**src/rtl/imuldiv_int_mul_div_iterative_pkg.sv**
```systemverilog
// ---------------------------------------------------------------------------
// imuldiv_int_mul_div_iterative_pkg
// Shared definitions for the iterative multiply/divide unit: operation
// codes, the control FSM state encoding and the iteration count.
// ---------------------------------------------------------------------------
package imuldiv_int_mul_div_iterative_pkg;

    // Operation codes carried on muldivreq_msg_fn; codes 5..7 execute as MUL
    localparam logic [2:0] IMULDIV_MULDIVREQ_MSG_FUNC_MUL  = 3'd0;
    localparam logic [2:0] IMULDIV_MULDIVREQ_MSG_FUNC_DIV  = 3'd1;
    localparam logic [2:0] IMULDIV_MULDIVREQ_MSG_FUNC_DIVU = 3'd2;
    localparam logic [2:0] IMULDIV_MULDIVREQ_MSG_FUNC_REM  = 3'd3;
    localparam logic [2:0] IMULDIV_MULDIVREQ_MSG_FUNC_REMU = 3'd4;

    // One shift-add or shift-subtract step per operand bit
    localparam int ITER_COUNT = 32;
    localparam int CNT_W      = 6;

    typedef enum logic [1:0] {
        ST_IDLE = 2'd0,
        ST_CALC = 2'd1,
        ST_DONE = 2'd2
    } state_e;

endpackage

```
**src/rtl/imuldiv_int_mul_div_iterative_if.sv**
```systemverilog
// ---------------------------------------------------------------------------
// imuldiv_int_mul_div_iterative_if
// Request/response bundle of the multiply/divide unit.
//   request : muldivreq_msg_fn[3], muldivreq_msg_a[32], muldivreq_msg_b[32],
//             muldivreq_val, muldivreq_rdy
//   response: muldivresp_msg_result[64], muldivresp_val, muldivresp_rdy
// master = requester/consumer side, slave = the unit itself.
// ---------------------------------------------------------------------------
interface imuldiv_int_mul_div_iterative_if;

    logic [2:0]  muldivreq_msg_fn;
    logic [31:0] muldivreq_msg_a;
    logic [31:0] muldivreq_msg_b;
    logic        muldivreq_val;
    logic        muldivreq_rdy;
    logic [63:0] muldivresp_msg_result;
    logic        muldivresp_val;
    logic        muldivresp_rdy;

    modport master (
        output muldivreq_msg_fn,
        output muldivreq_msg_a,
        output muldivreq_msg_b,
        output muldivreq_val,
        input  muldivreq_rdy,
        input  muldivresp_msg_result,
        input  muldivresp_val,
        output muldivresp_rdy
    );

    modport slave (
        input  muldivreq_msg_fn,
        input  muldivreq_msg_a,
        input  muldivreq_msg_b,
        input  muldivreq_val,
        output muldivreq_rdy,
        output muldivresp_msg_result,
        output muldivresp_val,
        input  muldivresp_rdy
    );

endinterface

```
**src/rtl/imuldiv_muldiv_iter_dpath.sv**
```systemverilog
// ---------------------------------------------------------------------------
// imuldiv_muldiv_iter_dpath
// Datapath of the iterative multiply/divide unit. Operates on magnitudes
// and applies sign correction when the final step is written.
//   clk, reset : clock, asynchronous active-low reset
//   start_i    : latch fn and operands (request accepted)
//   step_i     : perform one iteration step
//   last_i     : this step is the final one; capture the packed result
//   fn_i       : operation code
//   a_i, b_i   : operands
//   result_o   : registered 64-bit result
// ---------------------------------------------------------------------------
module imuldiv_muldiv_iter_dpath
    import imuldiv_int_mul_div_iterative_pkg::*;
(
    input  logic        clk,
    input  logic        reset,
    input  logic        start_i,
    input  logic        step_i,
    input  logic        last_i,
    input  logic [2:0]  fn_i,
    input  logic [31:0] a_i,
    input  logic [31:0] b_i,
    output logic [63:0] result_o
);

    function automatic logic [31:0] neg32(input logic [31:0] x);
        return ~x + 32'd1;
    endfunction

    function automatic logic [63:0] neg64(input logic [63:0] x);
        return ~x + 64'd1;
    endfunction

    // Quotient is never negated on divide by zero so it stays all-ones;
    // the remainder then holds |A| and re-signing restores A exactly.
    function automatic logic [63:0] pack_result(
        input logic [63:0] acc,
        input logic        is_mul,
        input logic        neg,
        input logic        sign_a,
        input logic        b_zero
    );
        logic [31:0] q;
        logic [31:0] r;
        q = acc[31:0];
        r = acc[63:32];
        if (is_mul) begin
            return neg ? neg64(acc) : acc;
        end
        if (neg && !b_zero) q = neg32(q);
        if (sign_a)         r = neg32(r);
        return {r, q};
    endfunction

    logic        is_mul_q,  is_mul_d;
    logic        neg_q,     neg_d;
    logic        sign_a_q,  sign_a_d;
    logic        b_zero_q,  b_zero_d;
    logic [63:0] opa_q,     opa_d;
    logic [31:0] opb_q,     opb_d;
    logic [63:0] acc_q,     acc_d;
    logic [63:0] result_q,  result_d;

    logic        signed_op;
    logic        is_mul_op;
    logic        sign_b;
    logic [31:0] abs_a;
    logic [31:0] abs_b;
    logic [64:0] add_a;
    logic [64:0] add_b;
    logic        add_cin;
    logic [64:0] add_sum;
    logic [63:0] acc_step;
    logic [63:0] opa_step;
    logic [31:0] opb_step;

    // Operand decode and magnitude capture at accept
    always_comb begin
        signed_op = !(fn_i == IMULDIV_MULDIVREQ_MSG_FUNC_DIVU ||
                      fn_i == IMULDIV_MULDIVREQ_MSG_FUNC_REMU);
        is_mul_op = !(fn_i == IMULDIV_MULDIVREQ_MSG_FUNC_DIV  ||
                      fn_i == IMULDIV_MULDIVREQ_MSG_FUNC_DIVU ||
                      fn_i == IMULDIV_MULDIVREQ_MSG_FUNC_REM  ||
                      fn_i == IMULDIV_MULDIVREQ_MSG_FUNC_REMU);
        sign_b    = signed_op && b_i[31];
        abs_a     = (signed_op && a_i[31]) ? neg32(a_i) : a_i;
        abs_b     = sign_b ? neg32(b_i) : b_i;
    end

    // Shared 65-bit adder. MUL: acc + shifted multiplicand. DIV: the
    // left-shifted {rem,quot} minus {divisor,32'b0}; bit 64 of the wrapped
    // sum is the borrow, i.e. set when the trial subtraction goes negative.
    always_comb begin
        add_a   = is_mul_q ? {1'b0, acc_q} : {acc_q, 1'b0};
        add_b   = is_mul_q ? {1'b0, opa_q} : {~{1'b0, opb_q}, 32'hFFFF_FFFF};
        add_cin = !is_mul_q;
        add_sum = add_a + add_b + {64'd0, add_cin};

        if (is_mul_q) begin
            acc_step = opb_q[0] ? add_sum[63:0] : acc_q;
            opa_step = {opa_q[62:0], 1'b0};
            opb_step = {1'b0, opb_q[31:1]};
        end else begin
            acc_step = add_sum[64] ? add_a[63:0]
                                   : {add_sum[63:32], add_a[31:1], 1'b1};
            opa_step = opa_q;
            opb_step = opb_q;
        end
    end

    always_comb begin
        is_mul_d = is_mul_q;
        neg_d    = neg_q;
        sign_a_d = sign_a_q;
        b_zero_d = b_zero_q;
        opa_d    = opa_q;
        opb_d    = opb_q;
        acc_d    = acc_q;
        result_d = result_q;
        if (start_i) begin
            is_mul_d = is_mul_op;
            sign_a_d = signed_op && a_i[31];
            neg_d    = (signed_op && a_i[31]) ^ sign_b;
            b_zero_d = (b_i == 32'd0);
            opa_d    = {32'd0, abs_a};
            opb_d    = abs_b;
            acc_d    = is_mul_op ? 64'd0 : {32'd0, abs_a};
        end else if (step_i) begin
            opa_d = opa_step;
            opb_d = opb_step;
            acc_d = acc_step;
            if (last_i) begin
                result_d = pack_result(acc_step, is_mul_q, neg_q, sign_a_q, b_zero_q);
            end
        end
    end

    always_ff @(posedge clk or negedge reset) begin
        if (!reset) begin
            is_mul_q <= 1'b0;
            neg_q    <= 1'b0;
            sign_a_q <= 1'b0;
            b_zero_q <= 1'b0;
            opa_q    <= 64'd0;
            opb_q    <= 32'd0;
            acc_q    <= 64'd0;
            result_q <= 64'd0;
        end else begin
            is_mul_q <= is_mul_d;
            neg_q    <= neg_d;
            sign_a_q <= sign_a_d;
            b_zero_q <= b_zero_d;
            opa_q    <= opa_d;
            opb_q    <= opb_d;
            acc_q    <= acc_d;
            result_q <= result_d;
        end
    end

    assign result_o = result_q;

endmodule

```
**src/rtl/imuldiv_int_mul_div_iterative.sv**
```systemverilog
// ---------------------------------------------------------------------------
// imuldiv_int_mul_div_iterative
// Iterative 32-bit multiply/divide unit: one request at a time, fixed
// 32-step computation, 64-bit result returned over a val/rdy handshake.
//   clk   : clock
//   reset : asynchronous active-low reset
//   bus   : request/response bundle (slave side)
// Control (FSM, iteration counter, handshakes) lives here; arithmetic is in
// imuldiv_muldiv_iter_dpath.
// ---------------------------------------------------------------------------
module imuldiv_int_mul_div_iterative
    import imuldiv_int_mul_div_iterative_pkg::*;
(
    input  logic                           clk,
    input  logic                           reset,
    imuldiv_int_mul_div_iterative_if.slave bus
);

    localparam logic [CNT_W-1:0] LAST_CNT = CNT_W'(ITER_COUNT - 1);

    state_e             state_q, state_d;
    logic [CNT_W-1:0]   cnt_q,   cnt_d;
    logic               start;
    logic               step;
    logic               last;

    always_comb begin
        state_d = state_q;
        cnt_d   = cnt_q;
        start   = 1'b0;
        step    = 1'b0;
        last    = 1'b0;
        case (state_q)
            ST_IDLE: begin
                if (bus.muldivreq_val) begin
                    state_d = ST_CALC;
                    cnt_d   = '0;
                    start   = 1'b1;
                end
            end
            ST_CALC: begin
                step = 1'b1;
                if (cnt_q == LAST_CNT) begin
                    last    = 1'b1;
                    state_d = ST_DONE;
                    cnt_d   = '0;
                end else begin
                    cnt_d = cnt_q + 1'b1;
                end
            end
            ST_DONE: begin
                // Returning to IDLE rather than accepting here keeps one
                // idle cycle between a consume and the next accept.
                if (bus.muldivresp_rdy) begin
                    state_d = ST_IDLE;
                end
            end
            default: begin
                state_d = ST_IDLE;
                cnt_d   = '0;
            end
        endcase
    end

    always_ff @(posedge clk or negedge reset) begin
        if (!reset) begin
            state_q <= ST_IDLE;
            cnt_q   <= '0;
        end else begin
            state_q <= state_d;
            cnt_q   <= cnt_d;
        end
    end

    imuldiv_muldiv_iter_dpath u_dpath (
        .clk      (clk),
        .reset    (reset),
        .start_i  (start),
        .step_i   (step),
        .last_i   (last),
        .fn_i     (bus.muldivreq_msg_fn),
        .a_i      (bus.muldivreq_msg_a),
        .b_i      (bus.muldivreq_msg_b),
        .result_o (bus.muldivresp_msg_result)
    );

    // Handshake outputs decode the state register only
    assign bus.muldivreq_rdy  = (state_q == ST_IDLE);
    assign bus.muldivresp_val = (state_q == ST_DONE);

endmodule

```
**src/flat_wrapper.sv**
```systemverilog
// flat-port wrapper written by rule: the top's interface ports become plain ports
module imuldiv_int_mul_div_iterative_flat import imuldiv_int_mul_div_iterative_pkg::*;
  (clk, reset, bus_muldivreq_msg_fn, bus_muldivreq_msg_a, bus_muldivreq_msg_b, bus_muldivreq_val, bus_muldivreq_rdy, bus_muldivresp_msg_result, bus_muldivresp_val, bus_muldivresp_rdy);
  imuldiv_int_mul_div_iterative_if bus_i ();
  input  logic clk;
  input  logic reset;
  input wire logic [$bits(bus_i.muldivreq_msg_fn)-1:0] bus_muldivreq_msg_fn;
  input wire logic [$bits(bus_i.muldivreq_msg_a)-1:0] bus_muldivreq_msg_a;
  input wire logic [$bits(bus_i.muldivreq_msg_b)-1:0] bus_muldivreq_msg_b;
  input wire logic [$bits(bus_i.muldivreq_val)-1:0] bus_muldivreq_val;
  output wire logic [$bits(bus_i.muldivreq_rdy)-1:0] bus_muldivreq_rdy;
  output wire logic [$bits(bus_i.muldivresp_msg_result)-1:0] bus_muldivresp_msg_result;
  output wire logic [$bits(bus_i.muldivresp_val)-1:0] bus_muldivresp_val;
  input wire logic [$bits(bus_i.muldivresp_rdy)-1:0] bus_muldivresp_rdy;
  assign bus_i.muldivreq_msg_fn = bus_muldivreq_msg_fn;
  assign bus_i.muldivreq_msg_a = bus_muldivreq_msg_a;
  assign bus_i.muldivreq_msg_b = bus_muldivreq_msg_b;
  assign bus_i.muldivreq_val = bus_muldivreq_val;
  assign bus_muldivreq_rdy = bus_i.muldivreq_rdy;
  assign bus_muldivresp_msg_result = bus_i.muldivresp_msg_result;
  assign bus_muldivresp_val = bus_i.muldivresp_val;
  assign bus_i.muldivresp_rdy = bus_muldivresp_rdy;
  imuldiv_int_mul_div_iterative u_core (.clk(clk), .reset(reset), .bus(bus_i));
endmodule
```
**config.mk**
```make
export PLATFORM = sky130hd
export DESIGN_NAME = imuldiv_int_mul_div_iterative_flat
export DESIGN_NICKNAME = d
export VERILOG_FILES = /design/src/rtl/imuldiv_int_mul_div_iterative_pkg.sv /design/src/rtl/imuldiv_int_mul_div_iterative_if.sv /design/src/rtl/imuldiv_muldiv_iter_dpath.sv /design/src/rtl/imuldiv_int_mul_div_iterative.sv /design/src/flat_wrapper.sv
export SDC_FILE = /design/constraint.sdc
export NUM_CORES = 1
export LEC_CHECK = 0
export ABC_AREA = 1
export CORE_MARGIN = 2
export CORE_UTILIZATION = 45
export DETAILED_ROUTE_END_ITERATION = 7
export DONT_BUFFER_PORTS = 1
export GPL_TIMING_DRIVEN = 0
export PLACE_DENSITY = 0.71
export SLEW_MARGIN = 40
export SYNTH_ARGS = -nofsm -noshare
export SYNTH_HDL_FRONTEND = slang
export SYNTH_SLANG_ARGS = --single-unit
```
**constraint.sdc**
```tcl
create_clock -name clk -period 10.2 [get_ports clk]
set_input_delay 1.53 -clock clk [delete_from_list [all_inputs] [get_ports clk]]
set_output_delay 1.53 -clock clk [all_outputs]
set_load 0.005 [all_outputs]
```
; Word-level counts from Yosys, hierarchy flattened
; Index checks and enable logic that the tools add are counted.
[totals]
ff_bits = 236
out_inout_bits = 66
inputBits = 71
elab_cells = 93
[op_classes]
n_reduce_logical = 19
mux = 37
bitwise_logic = 9
n_eq_ne = 10
addsub = 8
[ops]
columns = cell, n
row1 = $mux 64, 11
row2 = $mux 32, 8
row3 = $mux 65, 2
row4 = $add 32x1->32 const B, 4
row5 = $not 32->32, 4
row6 = $add 65x1->65, 1
row7 = $add 65x65->65, 1
row8 = $add 64x1->64 const B, 1
row9 = $not 64->64, 1
row10 = $not 32->33, 1
row11 = $logic_not 32->1, 1
row12 = $pmux 6 s3, 1
row13 = $mux 6, 2
row14 = $mux 1, 9
row15 = $add 6x1->6 const B, 1
row16 = $eq 3x2->1 const B, 2
row17 = $eq 6x5->1 const B, 1
row18 = $mux 2, 3
row19 = $pmux 2 s3, 1
row20 = $reduce_and 3->1, 2
row21 = $logic_not 1->1, 4
row22 = $logic_or 1x1->1, 4
row23 = $ne 2x1->1 const B, 2
row24 = $reduce_and 2->1, 2
row25 = 10 further kinds, 14

; Depth between registers and ports, before layout
[logic_depth]
word_depth = 11
ltp_mapped = 45

; Modules after synthesis
; A second synthesis with hierarchy kept.
[hier_totals]
hier_cells = 4040
hier_area_um2 = 23378.7
[modules_own_cells]
columns = module, n_inst, seq_area_each_um2, area_each_um2, cells_per_inst
row1 = imuldiv_muldiv_iter_dpath, 1, 5705.5, 22942.0, 3982
row2 = imuldiv_int_mul_div_iterative, 1, 200.2, 436.7, 58

; Least setup slack after synthesis
; Ideal clock, no wire load.
[synth_path]
kind = reg-to-reg
startpoint = register u_core.u_dpath.is_mul_q
endpoint = register u_core.u_dpath.result_q[62], in the netlist u_core.u_dpath.result_o[62]
n_path_buf = 7
synth_period_minus_slack_ns = 5.777
setup_ns = 0.117
path_stages_with_launch = 46
arrival_time_ns = 5.659
required_time_ns = 10.083
slack_ns = 4.423
cell_sequence = dfrtp_1 buf_2 buf_1 clkbuf_1 clkbuf_1 buf_2 clkbuf_1 buf_1 nand2_1 inv_1 ha_1 inv_1 nand2_1 fa_1 nand2_1 nand2_1 nand3_1 nand2_2 [... 10 more ...] ha_1 inv_1 nor3_2 nand2_1 nor2_2 nand3_1 nor2_1 nand2_1 nor2_1 nand2_1 nor2_1 nand3_1 nand2_1 nand2_1 nand2_1 nand2_1 nand3_1 nand2_1
[synth_between]
elab_chain_cells = 10
word_cells_on_any_way = 20
[synth_lines]
columns = element, line_no
row1 = start: declaration, imuldiv_muldiv_iter_dpath.sv:56  ; logic is_mul_q, is_mul_d;
row2 = start signal: assignment, imuldiv_muldiv_iter_dpath.sv:150  ; is_mul_q <= is_mul_d;
row3 = "$mux 65, on equally long branches", "imuldiv_muldiv_iter_dpath.sv:95, imuldiv_muldiv_iter_dpath.sv:96"
row4 = $add 65x65->65, imuldiv_muldiv_iter_dpath.sv:98  ; add_sum = add_a + add_b + {64'd0, add_cin};
row5 = $add 65x1->65, imuldiv_muldiv_iter_dpath.sv:98
row6 = "$mux 64, on equally long branches", "imuldiv_muldiv_iter_dpath.sv:105, imuldiv_muldiv_iter_dpath.sv:101"
row7 = $mux 64, imuldiv_muldiv_iter_dpath.sv:100  ; if (is_mul_q) begin
row8 = $not 64->64, imuldiv_muldiv_iter_dpath.sv:32  ; return ~x + 64'd1;
row9 = $add 64x1->64, imuldiv_muldiv_iter_dpath.sv:32
row10 = $mux 64, imuldiv_muldiv_iter_dpath.sv:49  ; return neg ? neg64(acc) : acc;
row11 = $mux 64, imuldiv_muldiv_iter_dpath.sv:48  ; if (is_mul) begin
row12 = $mux 64 (*), imuldiv_muldiv_iter_dpath.sv:51  ; if (neg && !b_zero) q = neg32(q);
row13 = end signal: assignment, imuldiv_muldiv_iter_dpath.sv:157  ; result_q <= result_d;
row14 = end: declaration, imuldiv_muldiv_iter_dpath.sv:63  ; logic [63:0] result_q, result_d;
; Every way passes the cells marked *; elsewhere a longest branch is shown, timed or not. The select of a mux whose other input is x is not followed.
; A chain may end at the register's enable or synchronous reset.

; Worst setup path in the final report
[layout_path]
startpoint = register u_core.u_dpath.is_mul_q
endpoint = register u_core.u_dpath.result_q[36], in the netlist u_core.u_dpath.result_o[36]
; Same word-level chain as after synthesis.

==> results.json <==
{
  "slew_headroom_pct": 34.48,
  "drtIter0Drc": 3368,
  "grtUsageTotal_pct": 37.57,
  "cts_inserted_buffers": 26,
  "met3_usage_pct": 11.00,
  "synth_area_leaders": "dfrtp_1, nand2_1, inv_1, nand3_1, o21ai_0",
  "nNetsFinal": 4154,
  "grt_use_met1_pct": 52.01,
  "r2r_slack_ns": 1.35,
  "synthArstFlopShare_pct": 100.0,
  "grt_pass1_wl_um": 150400,
  "layout_commonest_cell": "nand2_1",
  "slew_viol_final": 0,
  "slowest_delay_ns": 0.59,
  "fp.dieH_um": 231.1,
  "num_vias": 26620,
  "grt_antenna_before_repair": 0,
  "hold_viol_final": 0,
  "finalSetupTns_ns": 0,
  "fillCellCount": 5468,
  "finalSetupViolations": 0,
  "tightest_slew_ns": 0.9725,
  "coreArea_um2": 51200,
  "cp_common_cell": "nand2_1",
  "synth-warning-count": 0,
  "rsz0062_at_grt": "false",
  "final.setup_skew_ns": 0.02810,
  "grt_max_degree": 237,
  "required_ns": 10.65,
  "cp_max_fo": 10,
  "syn_nets": 4125,
  "top_usage_layer": "met2",
  "grt_pass1_vias": 24170,
  "ctsHoldBuffers": 0,
  "vias_per_cell": 5.649,
  "outcome": "complete, no violations",
  "syn_to_final_growth_pct": 7.454,
  "cpMaxStageDelayCell": "clkbuf_1",
  "syn_area_um2": 23210,
  "fin_crit_ns": 8.853,
  "yosysUniqueCellTypes": 57,
  "fin_crit_sh_pct": 86.80,
  "grt-ovfl-total": 0,
  "dp_hpwl_um": 83860,
  "die_area_um2": 53420,
  "routedWlPerCell_um": 21.62,
  "n_antenna_cell": 0,
  "avgSynthCellArea_um2": 5.827,
  "grt_use_met2_pct": 55.96,
  "synth_edf_count": 0,
  "critPathLaunchType": "flip-flop",
  "drc_errors": 0,
  "synthCells": 3984,
  "ys_seq_elements": 236,
  "clk_latency_ns": 0.58,
  "synthFlopType": "dfrtp_1",
  "place.port_buffers": 0,
  "first_pass_iters": 6,
  "clkTransAtPathRegs_ns": 0.07,
  "final_cell_mix": "nand2_1, inv_1, nor2_1",
  "cts_tree": "yes",
  "synth_top_area_share_pct": 25.44,
  "synth.largest_area_cell": "dfrtp_1",
  "drv_cap": 0,
  "multi_input_area_um2": 14340,
  "cts_buffer_depth": 3,
  "ant_nets": 0,
  "drive_gt1_share_pct": 4.314,
  "pin_count": 137,
  "placementRows": 83,
  "max_freq_mhz": 113.0,
  "synth-seq-area-share_pct": 25.44,
  "wl_um": 101900,
  "cts_resized": 0,
  "post_cts_buffers": 0,
  "die_x_um": 231.1,
  "start_util_pct": 45.34,
  "worstSetupPathType": "reg -> reg",
  "clock_sink_count": 236,
  "worstPathArrival_ns": 9.30,
  "end_kind": "flip-flop",
  "gp_congestion": 1.042,
  "h-tree-depth": 1,
  "cts_root_buffer": "clkbuf_16",
  "seqCellArea_um2": 5906,
  "min_path_type": "reg -> reg"
}
through the flow:
step                      hold WS (ns)  cells  instance area (um^2)  setup slack (ns)  utilization, %
final                           0.4887   4713                 24940             1.347           48.72
after global routing            0.5117   4713                 24940             1.028           48.72
after CTS                       0.4896   4713                 24940             1.724           48.71
after detailed placement        0.4749   4665                 24070             1.761           47.02
after global placement          0.4693   4664                 24060             1.366           47.00
after floorplan                 0.4471   3984                 23210             4.424               -
per-layer routing:
layer,share of wire [%],up-vias
li1,-,12750
met1,42,12250
met2,41,1430
met3,13,188
met4,3.5,0
met5,0,-
registers in the layout, summed over array words and instances (netlist names):
signal and cells:
u_core.state_q 2, u_core.u_dpath.sign_a_q 1, u_core.cnt_q 6, u_core.u_dpath.acc_q 64
u_core.u_dpath.is_mul_q 1, u_core.u_dpath.neg_q 1, u_core.u_dpath.b_zero_q 1, u_core.u_dpath.result_o 64
u_core.u_dpath.opa_q 64, u_core.u_dpath.opb_q 32
kinds of logic after synthesis:
family | share of synthesized area, %
buffers and inverters | 12.83
AND/OR/NAND/NOR | 37.55
flip-flops | 25.44
adder cells (fa/ha/maj) | 3.805
XOR/XNOR | 2.264
AO/OA/AOI/OAI | 18.11
synthesized netlist by cell type, types with 6 or more instances:
master and n:
o211ai_1 56, nand3b_1 15, xor2_1 44, a22oi_1 9, nand2_1 1318, ha_1 69
nand3_1 263, o21a_1 21, nand2_2 25, o21ai_0 262, nand4_1 18, dfrtp_1 236
nor4_1 7, a2bb2oi_1 8, buf_1 21, o21ai_1 15, o221ai_1 9, o21bai_1 11
inv_2 6, nor2_2 25, nor2_1 349, nor3_1 36, a21oi_1 233, clkbuf_1 109
o22ai_1 77, or2_2 27, buf_2 16, xnor2_1 16, inv_1 619
final timing paths:
check                                    startpoint                     endpoint  cells after the start
max                         u_core.u_dpath.is_mul_q  u_core.u_dpath.result_o[36]                     45
min                        u_core.u_dpath.acc_q[14]     u_core.u_dpath.acc_q[14]                      2
max reg2reg                 u_core.u_dpath.is_mul_q  u_core.u_dpath.result_o[36]                     45
min reg2reg                u_core.u_dpath.acc_q[14]     u_core.u_dpath.acc_q[14]                      2
max in group asynchronous                     reset     u_core.u_dpath.acc_q[50]                      0
min in group asynchronous                     reset      u_core.u_dpath.opa_q[3]                      0
cell type report:
class	instances	area share, %
multi-input combinational	2968	57.47
buffer	150	2.468
clock inverter	11	0.3210
sequential	236	23.68
inverter	630	9.480
clock buffer	37	3.140
tap	680	3.411
timing repair buffer	1	0.03010
critical path, delay by kind of cell, from the launching register on:
kind / cells / cell delay (ns)
buf+inv: 13 / 3.82
fa+ha+maj: 3 / 0.56
simple gates: 29 / 3.94
flops: 1 / 0.39
Power is not shown: default switching activity piles up to over one toggle a cycle in this logic, so the estimate is an artifact.
